## config.mk

```make
export PLATFORM = sky130hd
export DESIGN_NAME = id_ex_stage_flat
export DESIGN_NICKNAME = d
export VERILOG_FILES = /design/src/rtl/id_ex_stage_if.sv /design/src/rtl/id_ex_stage.sv /design/src/flat_wrapper.sv
export SDC_FILE = /design/constraint.sdc
export NUM_CORES = 1
export LEC_CHECK = 0
export CELL_PAD_IN_SITES_DETAIL_PLACEMENT = 0
export CELL_PAD_IN_SITES_GLOBAL_PLACEMENT = 1
export CORE_ASPECT_RATIO = 0.8
export CORE_MARGIN = 8
export CORE_UTILIZATION = 28
export CTS_BUF_LIST = sky130_fd_sc_hd__clkbuf_2 sky130_fd_sc_hd__clkbuf_4 sky130_fd_sc_hd__clkbuf_8
export DETAILED_ROUTE_END_ITERATION = 6
export PLACE_DENSITY = 0.79
export SYNTH_ARGS = -nofsm -noshare
export SYNTH_HDL_FRONTEND = slang
export SYNTH_SLANG_ARGS = --single-unit
```

## constraint.sdc

```tcl
create_clock -name CLK -period 2.02 [get_ports CLK]
set_input_delay 0.202 -clock CLK [delete_from_list [all_inputs] [get_ports CLK]]
set_output_delay 0.202 -clock CLK [all_outputs]
set_load 0.02 [all_outputs]
```

## src/rtl/id_ex_stage_if.sv

```systemverilog
// ID/EX boundary bundle: decoder controls and operands in, registered EX copies,
// the IF/ID stall and the load-use bubble counter out.
interface id_ex_stage_if;
  logic        valid_id;
  logic [31:0] pc_id;
  logic [31:0] rs1_data_id;
  logic [31:0] rs2_data_id;
  logic [31:0] imm_id;
  logic [4:0]  rs1_addr_id;
  logic [4:0]  rs2_addr_id;
  logic [4:0]  rd_addr_id;
  logic        use_rs1_id;
  logic        use_rs2_id;
  logic        RegDst_id;
  logic        Jump_id;
  logic        Branch_id;
  logic        MemRead_id;
  logic        MemtoReg_id;
  logic        MemWrite_id;
  logic        ALUSrc1_id;
  logic        RegWrite_id;
  logic        JALorJALR_id;
  logic [6:0]  ALUOp_id;
  logic [1:0]  ALUSrc2_id;
  logic [3:0]  BE_id;
  logic [2:0]  Concat_control_id;

  logic        flush_ex;
  logic        hold_ex;

  logic        valid_ex;
  logic [31:0] pc_ex;
  logic [31:0] rs1_data_ex;
  logic [31:0] rs2_data_ex;
  logic [31:0] imm_ex;
  logic [4:0]  rs1_addr_ex;
  logic [4:0]  rs2_addr_ex;
  logic [4:0]  rd_addr_ex;
  logic        use_rs1_ex;
  logic        use_rs2_ex;
  logic        RegDst_ex;
  logic        Jump_ex;
  logic        Branch_ex;
  logic        MemRead_ex;
  logic        MemtoReg_ex;
  logic        MemWrite_ex;
  logic        ALUSrc1_ex;
  logic        RegWrite_ex;
  logic        JALorJALR_ex;
  logic [6:0]  ALUOp_ex;
  logic [1:0]  ALUSrc2_ex;
  logic [3:0]  BE_ex;
  logic [2:0]  Concat_control_ex;

  logic        stall_if_id;
  logic [15:0] bubble_cnt;

  modport master (
    output valid_id, pc_id, rs1_data_id, rs2_data_id, imm_id,
           rs1_addr_id, rs2_addr_id, rd_addr_id, use_rs1_id, use_rs2_id,
           RegDst_id, Jump_id, Branch_id, MemRead_id, MemtoReg_id, MemWrite_id,
           ALUSrc1_id, RegWrite_id, JALorJALR_id, ALUOp_id, ALUSrc2_id, BE_id,
           Concat_control_id, flush_ex, hold_ex,
    input  valid_ex, pc_ex, rs1_data_ex, rs2_data_ex, imm_ex,
           rs1_addr_ex, rs2_addr_ex, rd_addr_ex, use_rs1_ex, use_rs2_ex,
           RegDst_ex, Jump_ex, Branch_ex, MemRead_ex, MemtoReg_ex, MemWrite_ex,
           ALUSrc1_ex, RegWrite_ex, JALorJALR_ex, ALUOp_ex, ALUSrc2_ex, BE_ex,
           Concat_control_ex, stall_if_id, bubble_cnt
  );

  modport slave (
    input  valid_id, pc_id, rs1_data_id, rs2_data_id, imm_id,
           rs1_addr_id, rs2_addr_id, rd_addr_id, use_rs1_id, use_rs2_id,
           RegDst_id, Jump_id, Branch_id, MemRead_id, MemtoReg_id, MemWrite_id,
           ALUSrc1_id, RegWrite_id, JALorJALR_id, ALUOp_id, ALUSrc2_id, BE_id,
           Concat_control_id, flush_ex, hold_ex,
    output valid_ex, pc_ex, rs1_data_ex, rs2_data_ex, imm_ex,
           rs1_addr_ex, rs2_addr_ex, rd_addr_ex, use_rs1_ex, use_rs2_ex,
           RegDst_ex, Jump_ex, Branch_ex, MemRead_ex, MemtoReg_ex, MemWrite_ex,
           ALUSrc1_ex, RegWrite_ex, JALorJALR_ex, ALUOp_ex, ALUSrc2_ex, BE_ex,
           Concat_control_ex, stall_if_id, bubble_cnt
  );
endinterface

```

## src/rtl/id_ex_stage.sv

```systemverilog
// ID/EX pipeline register with load-use hazard detection, flush/hold handling
// and a saturating count of inserted load-use bubbles.
module id_ex_stage (
  input  logic          CLK,
  input  logic          RSTn,
  id_ex_stage_if.slave  bus
);

  typedef struct packed {
    logic        valid;
    logic [31:0] pc;
    logic [31:0] rs1_data;
    logic [31:0] rs2_data;
    logic [31:0] imm;
    logic [4:0]  rs1_addr;
    logic [4:0]  rs2_addr;
    logic [4:0]  rd_addr;
    logic        use_rs1;
    logic        use_rs2;
    logic        reg_dst;
    logic        jump;
    logic        branch;
    logic        mem_read;
    logic        mem_to_reg;
    logic        mem_write;
    logic        alu_src1;
    logic        reg_write;
    logic        jal_or_jalr;
    logic [6:0]  alu_op;
    logic [1:0]  alu_src2;
    logic [3:0]  be;
    logic [2:0]  concat_ctrl;
  } stage_t;

  stage_t      id_bundle;
  stage_t      ex_q, ex_d;
  logic [15:0] bubble_cnt_q, bubble_cnt_d;
  logic        rs1_hit, rs2_hit, ex_is_load, load_use;

  assign id_bundle = '{
    valid:       bus.valid_id,
    pc:          bus.pc_id,
    rs1_data:    bus.rs1_data_id,
    rs2_data:    bus.rs2_data_id,
    imm:         bus.imm_id,
    rs1_addr:    bus.rs1_addr_id,
    rs2_addr:    bus.rs2_addr_id,
    rd_addr:     bus.rd_addr_id,
    use_rs1:     bus.use_rs1_id,
    use_rs2:     bus.use_rs2_id,
    reg_dst:     bus.RegDst_id,
    jump:        bus.Jump_id,
    branch:      bus.Branch_id,
    mem_read:    bus.MemRead_id,
    mem_to_reg:  bus.MemtoReg_id,
    mem_write:   bus.MemWrite_id,
    alu_src1:    bus.ALUSrc1_id,
    reg_write:   bus.RegWrite_id,
    jal_or_jalr: bus.JALorJALR_id,
    alu_op:      bus.ALUOp_id,
    alu_src2:    bus.ALUSrc2_id,
    be:          bus.BE_id,
    concat_ctrl: bus.Concat_control_id
  };

  // Only registered EX state and ID inputs feed the hazard, so flush/hold never loop back.
  assign ex_is_load = ex_q.valid & ex_q.mem_read & ex_q.reg_write & (ex_q.rd_addr != 5'd0);
  assign rs1_hit    = bus.use_rs1_id & (bus.rs1_addr_id == ex_q.rd_addr);
  assign rs2_hit    = bus.use_rs2_id & (bus.rs2_addr_id == ex_q.rd_addr);
  assign load_use   = bus.valid_id & ex_is_load & (rs1_hit | rs2_hit);

  assign bus.stall_if_id = bus.hold_ex | (load_use & ~bus.flush_ex);

  always_comb begin
    ex_d         = ex_q;
    bubble_cnt_d = bubble_cnt_q;
    if (!bus.hold_ex) begin
      if (bus.flush_ex) begin
        ex_d = '0;
      end else if (load_use) begin
        ex_d         = '0;
        bubble_cnt_d = (bubble_cnt_q == 16'hFFFF) ? bubble_cnt_q : bubble_cnt_q + 16'd1;
      end else if (!bus.valid_id) begin
        ex_d = '0;
      end else begin
        ex_d       = id_bundle;
        ex_d.valid = 1'b1;
      end
    end
  end

  always_ff @(posedge CLK or negedge RSTn) begin
    if (!RSTn) begin
      ex_q         <= '0;
      bubble_cnt_q <= 16'd0;
    end else begin
      ex_q         <= ex_d;
      bubble_cnt_q <= bubble_cnt_d;
    end
  end

  assign bus.valid_ex          = ex_q.valid;
  assign bus.pc_ex             = ex_q.pc;
  assign bus.rs1_data_ex       = ex_q.rs1_data;
  assign bus.rs2_data_ex       = ex_q.rs2_data;
  assign bus.imm_ex            = ex_q.imm;
  assign bus.rs1_addr_ex       = ex_q.rs1_addr;
  assign bus.rs2_addr_ex       = ex_q.rs2_addr;
  assign bus.rd_addr_ex        = ex_q.rd_addr;
  assign bus.use_rs1_ex        = ex_q.use_rs1;
  assign bus.use_rs2_ex        = ex_q.use_rs2;
  assign bus.RegDst_ex         = ex_q.reg_dst;
  assign bus.Jump_ex           = ex_q.jump;
  assign bus.Branch_ex         = ex_q.branch;
  assign bus.MemRead_ex        = ex_q.mem_read;
  assign bus.MemtoReg_ex       = ex_q.mem_to_reg;
  assign bus.MemWrite_ex       = ex_q.mem_write;
  assign bus.ALUSrc1_ex        = ex_q.alu_src1;
  assign bus.RegWrite_ex       = ex_q.reg_write;
  assign bus.JALorJALR_ex      = ex_q.jal_or_jalr;
  assign bus.ALUOp_ex          = ex_q.alu_op;
  assign bus.ALUSrc2_ex        = ex_q.alu_src2;
  assign bus.BE_ex             = ex_q.be;
  assign bus.Concat_control_ex = ex_q.concat_ctrl;
  assign bus.bubble_cnt        = bubble_cnt_q;

endmodule
```

## src/flat_wrapper.sv

```systemverilog
// flat-port wrapper written by rule: the top's interface ports become plain ports
module id_ex_stage_flat 
  (CLK, RSTn, bus_valid_id, bus_pc_id, bus_rs1_data_id, bus_rs2_data_id, bus_imm_id, bus_rs1_addr_id, bus_rs2_addr_id, bus_rd_addr_id, bus_use_rs1_id, bus_use_rs2_id, bus_RegDst_id, bus_Jump_id, bus_Branch_id, bus_MemRead_id, bus_MemtoReg_id, bus_MemWrite_id, bus_ALUSrc1_id, bus_RegWrite_id, bus_JALorJALR_id, bus_ALUOp_id, bus_ALUSrc2_id, bus_BE_id, bus_Concat_control_id, bus_flush_ex, bus_hold_ex, bus_valid_ex, bus_pc_ex, bus_rs1_data_ex, bus_rs2_data_ex, bus_imm_ex, bus_rs1_addr_ex, bus_rs2_addr_ex, bus_rd_addr_ex, bus_use_rs1_ex, bus_use_rs2_ex, bus_RegDst_ex, bus_Jump_ex, bus_Branch_ex, bus_MemRead_ex, bus_MemtoReg_ex, bus_MemWrite_ex, bus_ALUSrc1_ex, bus_RegWrite_ex, bus_JALorJALR_ex, bus_ALUOp_ex, bus_ALUSrc2_ex, bus_BE_ex, bus_Concat_control_ex, bus_stall_if_id, bus_bubble_cnt);
  id_ex_stage_if bus_i ();
  input  logic CLK;
  input  logic RSTn;
  input wire logic [$bits(bus_i.valid_id)-1:0] bus_valid_id;
  input wire logic [$bits(bus_i.pc_id)-1:0] bus_pc_id;
  input wire logic [$bits(bus_i.rs1_data_id)-1:0] bus_rs1_data_id;
  input wire logic [$bits(bus_i.rs2_data_id)-1:0] bus_rs2_data_id;
  input wire logic [$bits(bus_i.imm_id)-1:0] bus_imm_id;
  input wire logic [$bits(bus_i.rs1_addr_id)-1:0] bus_rs1_addr_id;
  input wire logic [$bits(bus_i.rs2_addr_id)-1:0] bus_rs2_addr_id;
  input wire logic [$bits(bus_i.rd_addr_id)-1:0] bus_rd_addr_id;
  input wire logic [$bits(bus_i.use_rs1_id)-1:0] bus_use_rs1_id;
  input wire logic [$bits(bus_i.use_rs2_id)-1:0] bus_use_rs2_id;
  input wire logic [$bits(bus_i.RegDst_id)-1:0] bus_RegDst_id;
  input wire logic [$bits(bus_i.Jump_id)-1:0] bus_Jump_id;
  input wire logic [$bits(bus_i.Branch_id)-1:0] bus_Branch_id;
  input wire logic [$bits(bus_i.MemRead_id)-1:0] bus_MemRead_id;
  input wire logic [$bits(bus_i.MemtoReg_id)-1:0] bus_MemtoReg_id;
  input wire logic [$bits(bus_i.MemWrite_id)-1:0] bus_MemWrite_id;
  input wire logic [$bits(bus_i.ALUSrc1_id)-1:0] bus_ALUSrc1_id;
  input wire logic [$bits(bus_i.RegWrite_id)-1:0] bus_RegWrite_id;
  input wire logic [$bits(bus_i.JALorJALR_id)-1:0] bus_JALorJALR_id;
  input wire logic [$bits(bus_i.ALUOp_id)-1:0] bus_ALUOp_id;
  input wire logic [$bits(bus_i.ALUSrc2_id)-1:0] bus_ALUSrc2_id;
  input wire logic [$bits(bus_i.BE_id)-1:0] bus_BE_id;
  input wire logic [$bits(bus_i.Concat_control_id)-1:0] bus_Concat_control_id;
  input wire logic [$bits(bus_i.flush_ex)-1:0] bus_flush_ex;
  input wire logic [$bits(bus_i.hold_ex)-1:0] bus_hold_ex;
  output wire logic [$bits(bus_i.valid_ex)-1:0] bus_valid_ex;
  output wire logic [$bits(bus_i.pc_ex)-1:0] bus_pc_ex;
  output wire logic [$bits(bus_i.rs1_data_ex)-1:0] bus_rs1_data_ex;
  output wire logic [$bits(bus_i.rs2_data_ex)-1:0] bus_rs2_data_ex;
  output wire logic [$bits(bus_i.imm_ex)-1:0] bus_imm_ex;
  output wire logic [$bits(bus_i.rs1_addr_ex)-1:0] bus_rs1_addr_ex;
  output wire logic [$bits(bus_i.rs2_addr_ex)-1:0] bus_rs2_addr_ex;
  output wire logic [$bits(bus_i.rd_addr_ex)-1:0] bus_rd_addr_ex;
  output wire logic [$bits(bus_i.use_rs1_ex)-1:0] bus_use_rs1_ex;
  output wire logic [$bits(bus_i.use_rs2_ex)-1:0] bus_use_rs2_ex;
  output wire logic [$bits(bus_i.RegDst_ex)-1:0] bus_RegDst_ex;
  output wire logic [$bits(bus_i.Jump_ex)-1:0] bus_Jump_ex;
  output wire logic [$bits(bus_i.Branch_ex)-1:0] bus_Branch_ex;
  output wire logic [$bits(bus_i.MemRead_ex)-1:0] bus_MemRead_ex;
  output wire logic [$bits(bus_i.MemtoReg_ex)-1:0] bus_MemtoReg_ex;
  output wire logic [$bits(bus_i.MemWrite_ex)-1:0] bus_MemWrite_ex;
  output wire logic [$bits(bus_i.ALUSrc1_ex)-1:0] bus_ALUSrc1_ex;
  output wire logic [$bits(bus_i.RegWrite_ex)-1:0] bus_RegWrite_ex;
  output wire logic [$bits(bus_i.JALorJALR_ex)-1:0] bus_JALorJALR_ex;
  output wire logic [$bits(bus_i.ALUOp_ex)-1:0] bus_ALUOp_ex;
  output wire logic [$bits(bus_i.ALUSrc2_ex)-1:0] bus_ALUSrc2_ex;
  output wire logic [$bits(bus_i.BE_ex)-1:0] bus_BE_ex;
  output wire logic [$bits(bus_i.Concat_control_ex)-1:0] bus_Concat_control_ex;
  output wire logic [$bits(bus_i.stall_if_id)-1:0] bus_stall_if_id;
  output wire logic [$bits(bus_i.bubble_cnt)-1:0] bus_bubble_cnt;
  assign bus_i.valid_id = bus_valid_id;
  assign bus_i.pc_id = bus_pc_id;
  assign bus_i.rs1_data_id = bus_rs1_data_id;
  assign bus_i.rs2_data_id = bus_rs2_data_id;
  assign bus_i.imm_id = bus_imm_id;
  assign bus_i.rs1_addr_id = bus_rs1_addr_id;
  assign bus_i.rs2_addr_id = bus_rs2_addr_id;
  assign bus_i.rd_addr_id = bus_rd_addr_id;
  assign bus_i.use_rs1_id = bus_use_rs1_id;
  assign bus_i.use_rs2_id = bus_use_rs2_id;
  assign bus_i.RegDst_id = bus_RegDst_id;
  assign bus_i.Jump_id = bus_Jump_id;
  assign bus_i.Branch_id = bus_Branch_id;
  assign bus_i.MemRead_id = bus_MemRead_id;
  assign bus_i.MemtoReg_id = bus_MemtoReg_id;
  assign bus_i.MemWrite_id = bus_MemWrite_id;
  assign bus_i.ALUSrc1_id = bus_ALUSrc1_id;
  assign bus_i.RegWrite_id = bus_RegWrite_id;
  assign bus_i.JALorJALR_id = bus_JALorJALR_id;
  assign bus_i.ALUOp_id = bus_ALUOp_id;
  assign bus_i.ALUSrc2_id = bus_ALUSrc2_id;
  assign bus_i.BE_id = bus_BE_id;
  assign bus_i.Concat_control_id = bus_Concat_control_id;
  assign bus_i.flush_ex = bus_flush_ex;
  assign bus_i.hold_ex = bus_hold_ex;
  assign bus_valid_ex = bus_i.valid_ex;
  assign bus_pc_ex = bus_i.pc_ex;
  assign bus_rs1_data_ex = bus_i.rs1_data_ex;
  assign bus_rs2_data_ex = bus_i.rs2_data_ex;
  assign bus_imm_ex = bus_i.imm_ex;
  assign bus_rs1_addr_ex = bus_i.rs1_addr_ex;
  assign bus_rs2_addr_ex = bus_i.rs2_addr_ex;
  assign bus_rd_addr_ex = bus_i.rd_addr_ex;
  assign bus_use_rs1_ex = bus_i.use_rs1_ex;
  assign bus_use_rs2_ex = bus_i.use_rs2_ex;
  assign bus_RegDst_ex = bus_i.RegDst_ex;
  assign bus_Jump_ex = bus_i.Jump_ex;
  assign bus_Branch_ex = bus_i.Branch_ex;
  assign bus_MemRead_ex = bus_i.MemRead_ex;
  assign bus_MemtoReg_ex = bus_i.MemtoReg_ex;
  assign bus_MemWrite_ex = bus_i.MemWrite_ex;
  assign bus_ALUSrc1_ex = bus_i.ALUSrc1_ex;
  assign bus_RegWrite_ex = bus_i.RegWrite_ex;
  assign bus_JALorJALR_ex = bus_i.JALorJALR_ex;
  assign bus_ALUOp_ex = bus_i.ALUOp_ex;
  assign bus_ALUSrc2_ex = bus_i.ALUSrc2_ex;
  assign bus_BE_ex = bus_i.BE_ex;
  assign bus_Concat_control_ex = bus_i.Concat_control_ex;
  assign bus_stall_if_id = bus_i.stall_if_id;
  assign bus_bubble_cnt = bus_i.bubble_cnt;
  id_ex_stage u_core (.CLK(CLK), .RSTn(RSTn), .bus(bus_i));
endmodule
```

## Word level (Yosys, flattened, before mapping)

Cells that the tools add are included.

| word-level totals | value |
|---|---|
| register bits | 187 |
| input port bits | 175 |
| output and inout port bits | 188 |
| word-level logic and storage cells | 46 |

| cells by class | value |
|---|---|
| add/subtract/negate cells | 1 |
| eq/ne operators | 3 |
| multiplexer cells | 3 |
| bitwise gates (word level) | 13 |
| reductions and logical operators | 2 |

Operators by type and width:

| kind | number |
|---|---|
| 2-to-1 mux 171 bit | 3 |
| adder 16 x 1 -> 16 bit (second input constant) | 1 |
| == test 16 bit (second input constant) | 1 |
| == test 5 bit | 2 |
| AND 1 bit | 8 |
| nonzero test 5 bit | 1 |
| AND reduction 4 bit | 1 |
| NOT 1 bit | 3 |
| bitwise OR 1 bit | 2 |

## Longest topological paths before layout

Gate-level depths: netlist of run 1.

| depth | value |
|---|---|
| depth after elaboration | 7 |
| depth in mapped cells | 8 |

## Worst setup path after synthesis of run 1

OpenSTA, ideal clock, no wires.

| path | value |
|---|---|
| path kind | reg-to-output |
| start point | reg u_core.ex_q, in the netlist u_core.bus.rd_addr_ex[2] |
| end point | out bus_stall_if_id |
| arrival | 2.246 ns |
| data required time | 1.818 ns |
| setup slack | -0.428 ns |
| stages on the path, launching flop included | 6 |
| path buffers | 1 |
| cell sequence | dfrtp_1 -> xor2_1 -> nor4_2 -> a32oi_2 -> clkbuf_1 -> o41ai_1 |

| between the ends | value |
|---|---|
| longest elaborated chain between the ends | 6 |
| elaborated cells on any way between the ends | 11 |
| classes of those cells | eq/ne: 2; bitwise: 8; reduce/logical: 1 |

Ends and longest elaborated chain:

| what | RTL line | source |
|---|---|---|
| from (decl) | id_ex_stage.sv:36 | `stage_t ex_q, ex_d;` |
| from (signal assigned) | id_ex_stage.sv:94 | `ex_q <= '0;` |
| from (signal assigned) | id_ex_stage.sv:97 | `ex_q <= ex_d;` |
| == test 5 bit (tied with other cells) | id_ex_stage.sv:68 | `assign rs1_hit = bus.use_rs1_id & (bus.rs1_addr_id == ex_q.rd_addr);` |
| AND 1 bit, on equally long branches | id_ex_stage.sv:68, id_ex_stage.sv:67, id_ex_stage.sv:69 |  |
| bitwise OR 1 bit or AND 1 bit (tied branches) | id_ex_stage.sv:70 | `assign load_use = bus.valid_id & ex_is_load & (rs1_hit \| rs2_hit);` |
| AND 1 bit (*) | id_ex_stage.sv:70 |  |
| AND 1 bit (*) | id_ex_stage.sv:72 | `assign bus.stall_if_id = bus.hold_ex \| (load_use & ~bus.flush_ex);` |
| bitwise OR 1 bit (*) | id_ex_stage.sv:72 |  |
| to (decl) | flat_wrapper.sv:55 | `output wire logic [$bits(bus_i.stall_if_id)-1:0] bus_stall_if_id;` |

Mark *: on every way between the ends. The rest lies on a longest branch, timed or not.

## Worst setup path in the final report of run 1

| path | value |
|---|---|
| start point | reg u_core.ex_q, in the netlist u_core.bus.rd_addr_ex[4] |
| end point | reg u_core.ex_q, in the netlist u_core.bus.imm_ex[2] |

| between the ends | value |
|---|---|
| longest elaborated chain between the ends | 6 |
| elaborated cells on any way between the ends | 11 |
| classes of those cells | eq/ne: 2; mux: 2; bitwise: 6; reduce/logical: 1 |

Ends and longest elaborated chain:

| what | RTL line | source |
|---|---|---|
| == test 5 bit (tied with other cells) | id_ex_stage.sv:68 |  |
| AND 1 bit, on equally long branches | id_ex_stage.sv:68, id_ex_stage.sv:67, id_ex_stage.sv:69 |  |
| bitwise OR 1 bit or AND 1 bit (tied branches) | id_ex_stage.sv:70 |  |
| AND 1 bit (*) | id_ex_stage.sv:70 |  |
| 2-to-1 mux 171 bit (*) | id_ex_stage.sv:80 | `end else if (load_use) begin` |
| 2-to-1 mux 171 bit (*) | id_ex_stage.sv:78 | `if (bus.flush_ex) begin` |

Marked as above.
A chain may end at the register's enable or synchronous reset.

==> results of run 1 <==
-- worst paths after layout --
path	slack (ps)	start	end	cells past startpoint
max	-300	u_core.bus.rd_addr_ex[4]$_DFFE_PN0N_	u_core.bus.imm_ex[2]$_DFFE_PN0N_	7
min	290	RSTn	u_core.bus.rs1_data_ex[31]$_DFFE_PN0N_	2
max in group asynchronous	1120	RSTn	u_core.bus.rd_addr_ex[1]$_DFFE_PN0N_	3
max reg2reg	-300	u_core.bus.rd_addr_ex[4]$_DFFE_PN0N_	u_core.bus.imm_ex[2]$_DFFE_PN0N_	7
min reg2reg	500	u_core.bus.bubble_cnt[14]$_DFFE_PN0P_	u_core.bus.bubble_cnt[14]$_DFFE_PN0P_	1
min in group CLK	340	bus_pc_id[31]	u_core.bus.pc_ex[31]$_DFFE_PN0N_	2
-- state kept, by name, indices dropped and copies added (netlist names), 2 cells and up --
| register | flops |
|---|---|
| u_core.bus.Concat_control_ex | 3 |
| u_core.bus.bubble_cnt | 16 |
| u_core.bus.rs1_addr_ex | 5 |
| u_core.bus.rs2_addr_ex | 5 |
| u_core.bus.rd_addr_ex | 5 |
| u_core.bus.BE_ex | 4 |
| u_core.bus.pc_ex | 32 |
| u_core.bus.rs2_data_ex | 32 |
| u_core.bus.rs1_data_ex | 32 |
| u_core.bus.ALUSrc2_ex | 2 |
| u_core.bus.imm_ex | 32 |
| u_core.bus.ALUOp_ex | 7 |
-- final cells by class --
type                       count  area [um2]  area share
multi-input combinational    245        2290       0.193
sequential                   187        4680       0.395
clock inverter                12         109     0.00918
inverter                       2        7.51    0.000633
tap                          318         398      0.0335
clock buffer                  19         249      0.0210
timing repair buffer         408        4120       0.347
-- logic make-up after synthesis --
group	after synthesis	synth area share
buffers and inverters	41	0.0344
AND/OR/NAND/NOR	41	0.0333
multiplexers	1	0.00162
flip-flops	187	0.673
XOR/XNOR	25	0.0315
adder cells (fa/ha/maj)	1	0.00180
AO/OA/AOI/OAI	177	0.224
-- cells in the mapped netlist --
library cell and instances:
xor2_1 22, nand3_1 6, and2_1 1, a21o_1 1
o311a_1 1, inv_1 2, dfrtp_1 187, and3_1 1
or4_1 1, o41ai_1 1, nor4b_1 2, buf_6 10
clkbuf_1 21, buf_2 8, xnor2_1 3, and4_1 1
a32oi_2 1, nor2_1 4, o21ai_0 1, nand2_1 6
mux2_2 1, o21ba_2 1, a22o_1 170, nor4_1 7
nor4_2 1, or3_1 1, nor3_1 6, o211ai_2 1
or2_2 1, nand4_1 3, ha_1 1
-- through the flow --
step,setup TNS (ps),util
6_report,-42220,0.487
3_3_place_gp,-83000,0.457
4_1_cts,-42360,0.477
3_5_place_dp,-90710,0.457
2_1_floorplan,-8340,-
5_1_grt,-56680,0.487
-- per-layer routing --
layer / global-route usage / vias up
li1: - / 2588
met1: 0.196 / 2797
met2: 0.251 / 193
met3: 0.0559 / 20
met4: 0.0385 / 2
met5: 0 / -
-- power breakdown --
| part | total, mW | internal, mW | switching (mW) |
|---|---|---|---|
| sequential | 4.05 | 3.93 | 0.116 |
| clock | 2.41 | 0.919 | 1.49 |
| combinational | 1.52 | 0.840 | 0.678 |
-- critical path, delay by kind of cell, from the launching register on --
| kind | cells | cell delay, ps |
|---|---|---|
| buf+inv | 2 | 390 |
| simple gates | 1 | 340 |
| flops | 1 | 470 |
| compound gates | 3 | 770 |
| xor+xnor | 1 | 190 |
-- what timing repair did --
item / 4_1_cts / 5_1_grt
endpoints found under the hold margin: 52 / 0
hold buffers: 1 / 0
cloned: 1 / 0
endpoints found under the setup margin: 177 / 188
buffers inserted: 2 / 8
pin swaps: 3 / 27
resized for setup: 19 / 31
==> impl_metrics.ini, run 1 <==
[sta]
max_freq_mhz = 431
rsz0062_at_grt = yes
hold_slack_ps = 287
worst_slew_pin_slew_ps = 827
setup_viol = 183
fin_crit_ps = 2320
drv_slew = 0
finalHoldViolations = 0
slew_headroom = 0.448
setup_slack_ps = -300
finalCritPeriodShare = 1.15
skew_ps = 18.1

[place]
place_ws_ps = -550
dp_hpwl_um = 17400
dpl-instance-area_mm2 = 0.0111
placed_cells = 1148
io_buffers = 362
globalplace.congestion = 0.748

[clock_tree]
cts_max_level = 4
cts_sinks = 187
numCtsBuffers = 17
root_buffer = clkbuf_8
path_clk_slew_ps = 110
clock_latency_ps = 450
clock_path_buffers = 2
tritoncts = done

[global_routing]
gr-total-overflow = 0
antenna_found_initial = 1
grt_max_degree = 172
grt_usage = 0.155
grt_pass1_wl_um = 36500
grt_pass1_vias = 5994

[worst_setup_path]
arrival_ps = 2650
cp_max_fo = 59
worst_path_largest_cell_delay_ps = 470
crit_slowest_cell = dfrtp_2
crit_chain = xor2_1 > nor4_1 > a32oi_2 > buf_6 > o311a_4 > buf_12 > a22o_1
path_class = flip-flop to flip-flop
endpoint_kind = flip-flop
crit_required_ps = 2350
startpoint_type = flip-flop

[route]
vias_per_cell = 4.70
drt_iter0_drc = 218
wl_per_cell_um = 20.6
drt_first_pass_iters = 4
dr_wl_met3_um = 2020
wl_met1_um = 10400
finalWirelength_um = 24500
ant_nets = 0
topRoutingLayerUsed = met5
wl_met2_um = 11800
remaining_drc_errors = 0
route.vias.total = 5600

[synth]
yosysTopAreaCellShare = 0.673
ys_types = 31
synth_top_area_cell = dfrtp_1
synthTopCellsByArea = dfrtp_1 (67%), a22o_1 (21%), xor2_1 (2.8%)
syn_avg_cell_area_um2 = 14.7
synthesis.nets = 649
synth_area_mm2 = 0.00695
synth-seq-cells = 187
ys_warn_count = 0
seq_area_frac_synth = 0.673
synthCells = 473

[die]
io_pins = 363
die-area_mm2 = 0.0302
num_rows = 51
core_region_area_mm2 = 0.0244
start_util = 0.285
die_x_um = 192
die_y_um = 157

[run_status]
status = finished with violations
violations = setup timing

[worst_hold_path]
hp-class = primary input to asynchronous set/reset pin

[power_and_ir_drop]
ir_drop_v = 0.000430
p_leak_nw = 5.44
powerDensity_mw_per_mm2 = 672
total_power_mw = 7.97

[final_layout]
design_area_mm2 = 0.0119
fill_cells = 2192
drive_gt1_frac = 0.125
final_cell_count_no_fill = 1191
final_common_cell = clkdlybuf4s50_1
fin_nets = 1037
mostFrequentLayoutCells = clkdlybuf4s50_1 (359), dfrtp_1 (183), a22o_1 (170)
area_growth_pct = 70.6
insertedDiodeCount = 0

[flow_run]
cap_viol_max_count = 0
Power figures use the tool's default switching activity.
==> run 2: changes to the inputs <==
Settings changed: CELL_PAD_IN_SITES_DETAIL_PLACEMENT 0 to 1.
==> run 2 against run 1 <==
  * The flow still finishes with violations (setup timing)
  * Critical path type unchanged
  * Highest routed layer unchanged
  * First-iteration DRC count increased by 24%
  * Clock power rose by 4%
  * Critical endpoint is now u_core.bus.rs2_data_ex[1]$_DFFE_PN0N_
  * Utilization up 0.13 points
==> impl_metrics.ini, run 2 (same netlist as run 1, synthesis figures left out) <==
[route]
remaining_drc_errors = 0
ant_nets = 0
drt_iter0_drc = 270
vias_per_cell = 4.87
wl_per_cell_um = 22.5
route.vias.total = 5799
finalWirelength_um = 26800
drt_first_pass_iters = 4

[worst_setup_path]
endpoint_kind = flip-flop
cpMostUsedCell = buf_6
path_class = flip-flop to flip-flop
worst_path_largest_cell_delay_ps = 450
startpoint_type = flip-flop
crit_required_ps = 2360
crit_chain = buf_6 > xor2_1 > nor4_2 > a32oi_2 > buf_6 > o311a_4 > buf_12 > a22o_1
crit_slowest_cell = dfrtp_2
cp_max_fo = 47
arrival_ps = 2630
rr_worst_depth = 8
reg2reg_setup_slack_ps = -270

[sta]
setup_viol = 182
drv_slew = 0
rsz0062_at_grt = yes
max_freq_mhz = 436
tns_ps = -37370
setup_slack_ps = -274
skew_ps = 20.9
finalCritPeriodShare = 1.14
worst_slew_pin_slew_ps = 1060
fin_crit_ps = 2290
slew_headroom = 0.293
finalHoldViolations = 0

[global_routing]
grt_pass1_wl_um = 39400
grt_use_met2 = 0.284
grt_pass1_vias = 6277
met1_usage = 0.206
grt.busiest_layer = met2
gr-total-overflow = 0
met3_usage = 0.0566
grt_max_degree = 172
grt_usage = 0.169
antenna_found_initial = 1

[die]
die_y_um = 157
io_pins = 363
start_util = 0.285
die_x_um = 192
core_region_area_mm2 = 0.0244
num_rows = 51
die-area_mm2 = 0.0302

[clock_tree]
cts_max_level = 4
numCtsBuffers = 17
clock_latency_ps = 460
path_clk_slew_ps = 120
clock_path_buffers = 2
cts_sinks = 187
root_buffer = clkbuf_8
tritoncts = done

[worst_hold_path]
hp-class = primary input to asynchronous set/reset pin

[place]
place_ws_ps = -554
dp_hpwl_um = 19200
io_buffers = 362
globalplace.congestion = 0.748
placed_cells = 1148
dpl-instance-area_mm2 = 0.0111

[flow_run]
cap_viol_max_count = 0

[final_layout]
area_growth_pct = 71.1
drive_gt1_frac = 0.124
insertedDiodeCount = 0
fill_cells = 2471
final_common_cell = clkdlybuf4s50_1
mostFrequentLayoutCells = clkdlybuf4s50_1 (359), dfrtp_1 (183), a22o_1 (170)
design_area_mm2 = 0.0119
fin_nets = 1035
final_cell_count_no_fill = 1190

[run_status]
status = finished with violations
violations = setup timing

[power_and_ir_drop]
p_leak_nw = 5.47
ir_drop_v = 0.000353
powerDensity_mw_per_mm2 = 680
total_power_mw = 8.09
[run 2: cell count changes in the layout (fill, tap and decap cells not counted), sizes merged]
cell      before  now
buf           47   44
clkbuf        20   21
clkinv         0    4
clkinvlp       5    1
inv            9   10
[run 2: routing by layer]
layer | wire length (um) | share of wire
met2 | 13400 | 0.50
met3 | 2010 | 0.075
met1 | 11000 | 0.41
met5 | 10 | 0.00037
met4 | 370 | 0.014
[run 2: where the power goes]
part | internal [mW] | switching (mW)
combinational | 0.843 | 0.697
clock | 0.978 | 1.52
sequential | 3.93 | 0.118
total | 5.75 | 2.34
[run 2: final cells by class]
cell class	count	area, um2	share of cell area
Timing Repair Buffer	406	4140	0.348
Clock buffer	19	262	0.0220
Multi-Input combinational cell	245	2280	0.192
Clock inverter	13	121	0.0102
Tap cell	318	398	0.0335
Inverter	2	7.51	0.000631
Sequential cell	187	4680	0.394
[run 2: worst max-delay path: cells and delay by family (launching register included)]
kind	cells	cell delay (ps)
simple gates	1	290
flops	1	450
compound gates	3	750
buf+inv	3	500
xor+xnor	1	160
[run 2: through the flow]
step | util | hold WS (ps)
finish | 0.488 | 273
CTS | 0.478 | 261
global route | 0.488 | 284
floorplan | - | -93.6
detailed placement | 0.457 | 221
global placement | 0.457 | 224
[run 2: final timing paths]
| kind | startpoint | endpoint |
|---|---|---|
| min in group CLK | bus_pc_id[18] | u_core.bus.pc_ex[18]$_DFFE_PN0N_ |
| worst max-delay path | u_core.bus.rd_addr_ex[0]$_DFFE_PN0N_ | u_core.bus.rs2_data_ex[1]$_DFFE_PN0N_ |
| worst max register to register | u_core.bus.rd_addr_ex[0]$_DFFE_PN0N_ | u_core.bus.rs2_data_ex[1]$_DFFE_PN0N_ |
| worst min register to register | u_core.bus.bubble_cnt[13]$_DFFE_PN0P_ | u_core.bus.bubble_cnt[13]$_DFFE_PN0P_ |
| worst min-delay path | RSTn | u_core.bus.rs1_data_ex[31]$_DFFE_PN0N_ |
| max in group asynchronous | RSTn | u_core.bus.bubble_cnt[10]$_DFFE_PN0P_ |
[run 2: what timing repair did]
| item | 4_1_cts | 5_1_grt |
|---|---|---|
| pin swaps | 4 | 23 |
| setup buffers | 4 | 3 |
| hold endpoints to repair | 52 | 0 |
| resized for setup | 19 | 33 |
| hold buffers | 1 | 0 |
| gates cloned | 1 | 1 |
| setup endpoints to repair | 182 | 188 |
==> run 3: changes to the inputs <==
Settings changed: SKIP_CTS_REPAIR_TIMING from default to 1.
==> run 3 against run 2 <==
  * The run still ends with setup timing left
  * Register-to-register slack worse by 20 ps
  * Global-route usage fell by 0.29 points
  * Worst setup slack worse by 16 ps
  * Clock power barely moved
  * Largest power group unchanged
  * Critical endpoint is now u_core.bus.pc_ex[4]$_DFFE_PN0N_
==> impl_metrics.ini, run 3 (same netlist as run 1, synthesis figures left out) <==
[final_layout]
drive_gt1_frac = 0.126
area_growth_pct = 71.1
final_common_cell = clkdlybuf4s50_1
design_area_mm2 = 0.0119
insertedDiodeCount = 0
final_cell_count_no_fill = 1192
mostFrequentLayoutCells = clkdlybuf4s50_1 (359), dfrtp_1 (183), a22o_1 (170)
fin_nets = 1037
post-route-util = 0.488

[worst_setup_path]
crit_required_ps = 2360
startpoint_type = flip-flop
endpoint_kind = flip-flop
path_class = flip-flop to flip-flop
cp_max_fo = 65
arrival_ps = 2650

[clock_tree]
cts_max_level = 4
path_clk_slew_ps = 120
cts_sinks = 187
tritoncts = done
numCtsBuffers = 17
root_buffer = clkbuf_8
clock_latency_ps = 450
clock_path_buffers = 2

[place]
placed_cells = 1148
globalplace.congestion = 0.748
dp_hpwl_um = 19200
dpl-instance-area_mm2 = 0.0111
io_buffers = 362

[flow_run]
cap_viol_max_count = 0

[sta]
finalHoldViolations = 0
worst_slew_pin_slew_ps = 1090
setup_viol = 185
tns_ps = -42870
slew_headroom = 0.271
setup_slack_ps = -290
rsz0062_at_grt = yes
max_freq_mhz = 433
drv_slew = 0
skew_ps = 19.9
fin_crit_ps = 2310
finalCritPeriodShare = 1.14

[route]
drt_iter0_drc = 309
wl_per_cell_um = 22.1
vias_per_cell = 4.82
ant_nets = 0
remaining_drc_errors = 0
route.vias.total = 5747
finalWirelength_um = 26400
drt_first_pass_iters = 6

[run_status]
violations = setup timing
status = finished with violations

[power_and_ir_drop]
powerDensity_mw_per_mm2 = 680
ir_drop_v = 0.000351
total_power_mw = 8.08
p_leak_nw = 5.45

[worst_hold_path]
hp-class = primary input to asynchronous set/reset pin

[die]
die_x_um = 192
start_util = 0.285
die_y_um = 157
core_region_area_mm2 = 0.0244
num_rows = 51
die-area_mm2 = 0.0302
io_pins = 363

[global_routing]
grt_pass1_vias = 6201
antenna_found_initial = 1
gr-total-overflow = 0
grt_pass1_wl_um = 38900
grt_max_degree = 172
grt_usage = 0.166
[run 3: worst paths after layout]
kind / startpoint / endpoint / slack, ps / depth (start not counted)
worst max-delay path: u_core.bus.rd_addr_ex[0]$_DFFE_PN0N_ / u_core.bus.pc_ex[4]$_DFFE_PN0N_ / -290 / 8
worst min-delay path: RSTn / u_core.bus.rs1_data_ex[31]$_DFFE_PN0N_ / 280 / 2
worst max register to register: u_core.bus.rd_addr_ex[0]$_DFFE_PN0N_ / u_core.bus.pc_ex[4]$_DFFE_PN0N_ / -290 / 8
worst min register to register: u_core.bus.bubble_cnt[13]$_DFFE_PN0P_ / u_core.bus.bubble_cnt[13]$_DFFE_PN0P_ / 500 / 1
max in group asynchronous: RSTn / u_core.bus.bubble_cnt[10]$_DFFE_PN0P_ / 1120 / 3
min in group CLK: bus_pc_id[18] / u_core.bus.pc_ex[18]$_DFFE_PN0N_ / 340 / 2
[run 3: cell type report]
| cell class | count | area, um2 |
|---|---|---|
| clock buffers | 19 | 262 |
| clock inverters | 13 | 121 |
| fillers | 2464 | 12500 |
| inverters | 2 | 7.51 |
| multi-input cells | 245 | 2290 |
| flip-flops and latches | 187 | 4680 |
| well taps | 318 | 398 |
| repair buffers | 408 | 4140 |
[run 3: metal layers]
| layer | GRT usage | share of wire | up-vias |
|---|---|---|---|
| met5 | 0 | 0.00038 | - |
| met4 | 0.0392 | 0.013 | 2 |
| met3 | 0.0564 | 0.074 | 19 |
| met2 | 0.279 | 0.51 | 192 |
| met1 | 0.202 | 0.41 | 2945 |
| li1 | - | - | 2589 |
[run 3: critical path, stage by stage (launching register included)]
cell	delay [ps]
dfrtp_2	440
buf_6	120
xor2_1	170
nor4_2	330
a32oi_2	140
buf_6	170
o311a_4	350
buf_12	200
a22o_1	230
[run 3: metrics by stage]
stage	hold WS (ps)	worst slack, ps
final	279	-290
after global routing	290	-373
after floorplan	-93.6	-92.4
after global placement	224	-528
after CTS	-301	-833
after detailed placement	221	-554
[run 3: report_power, final]
part	switching (mW)	internal (mW)	total [mW]
Sequential	0.119	3.93	4.05
Clock	1.52	0.979	2.50
Combinational	0.694	0.842	1.54
Total	2.33	5.75	8.08
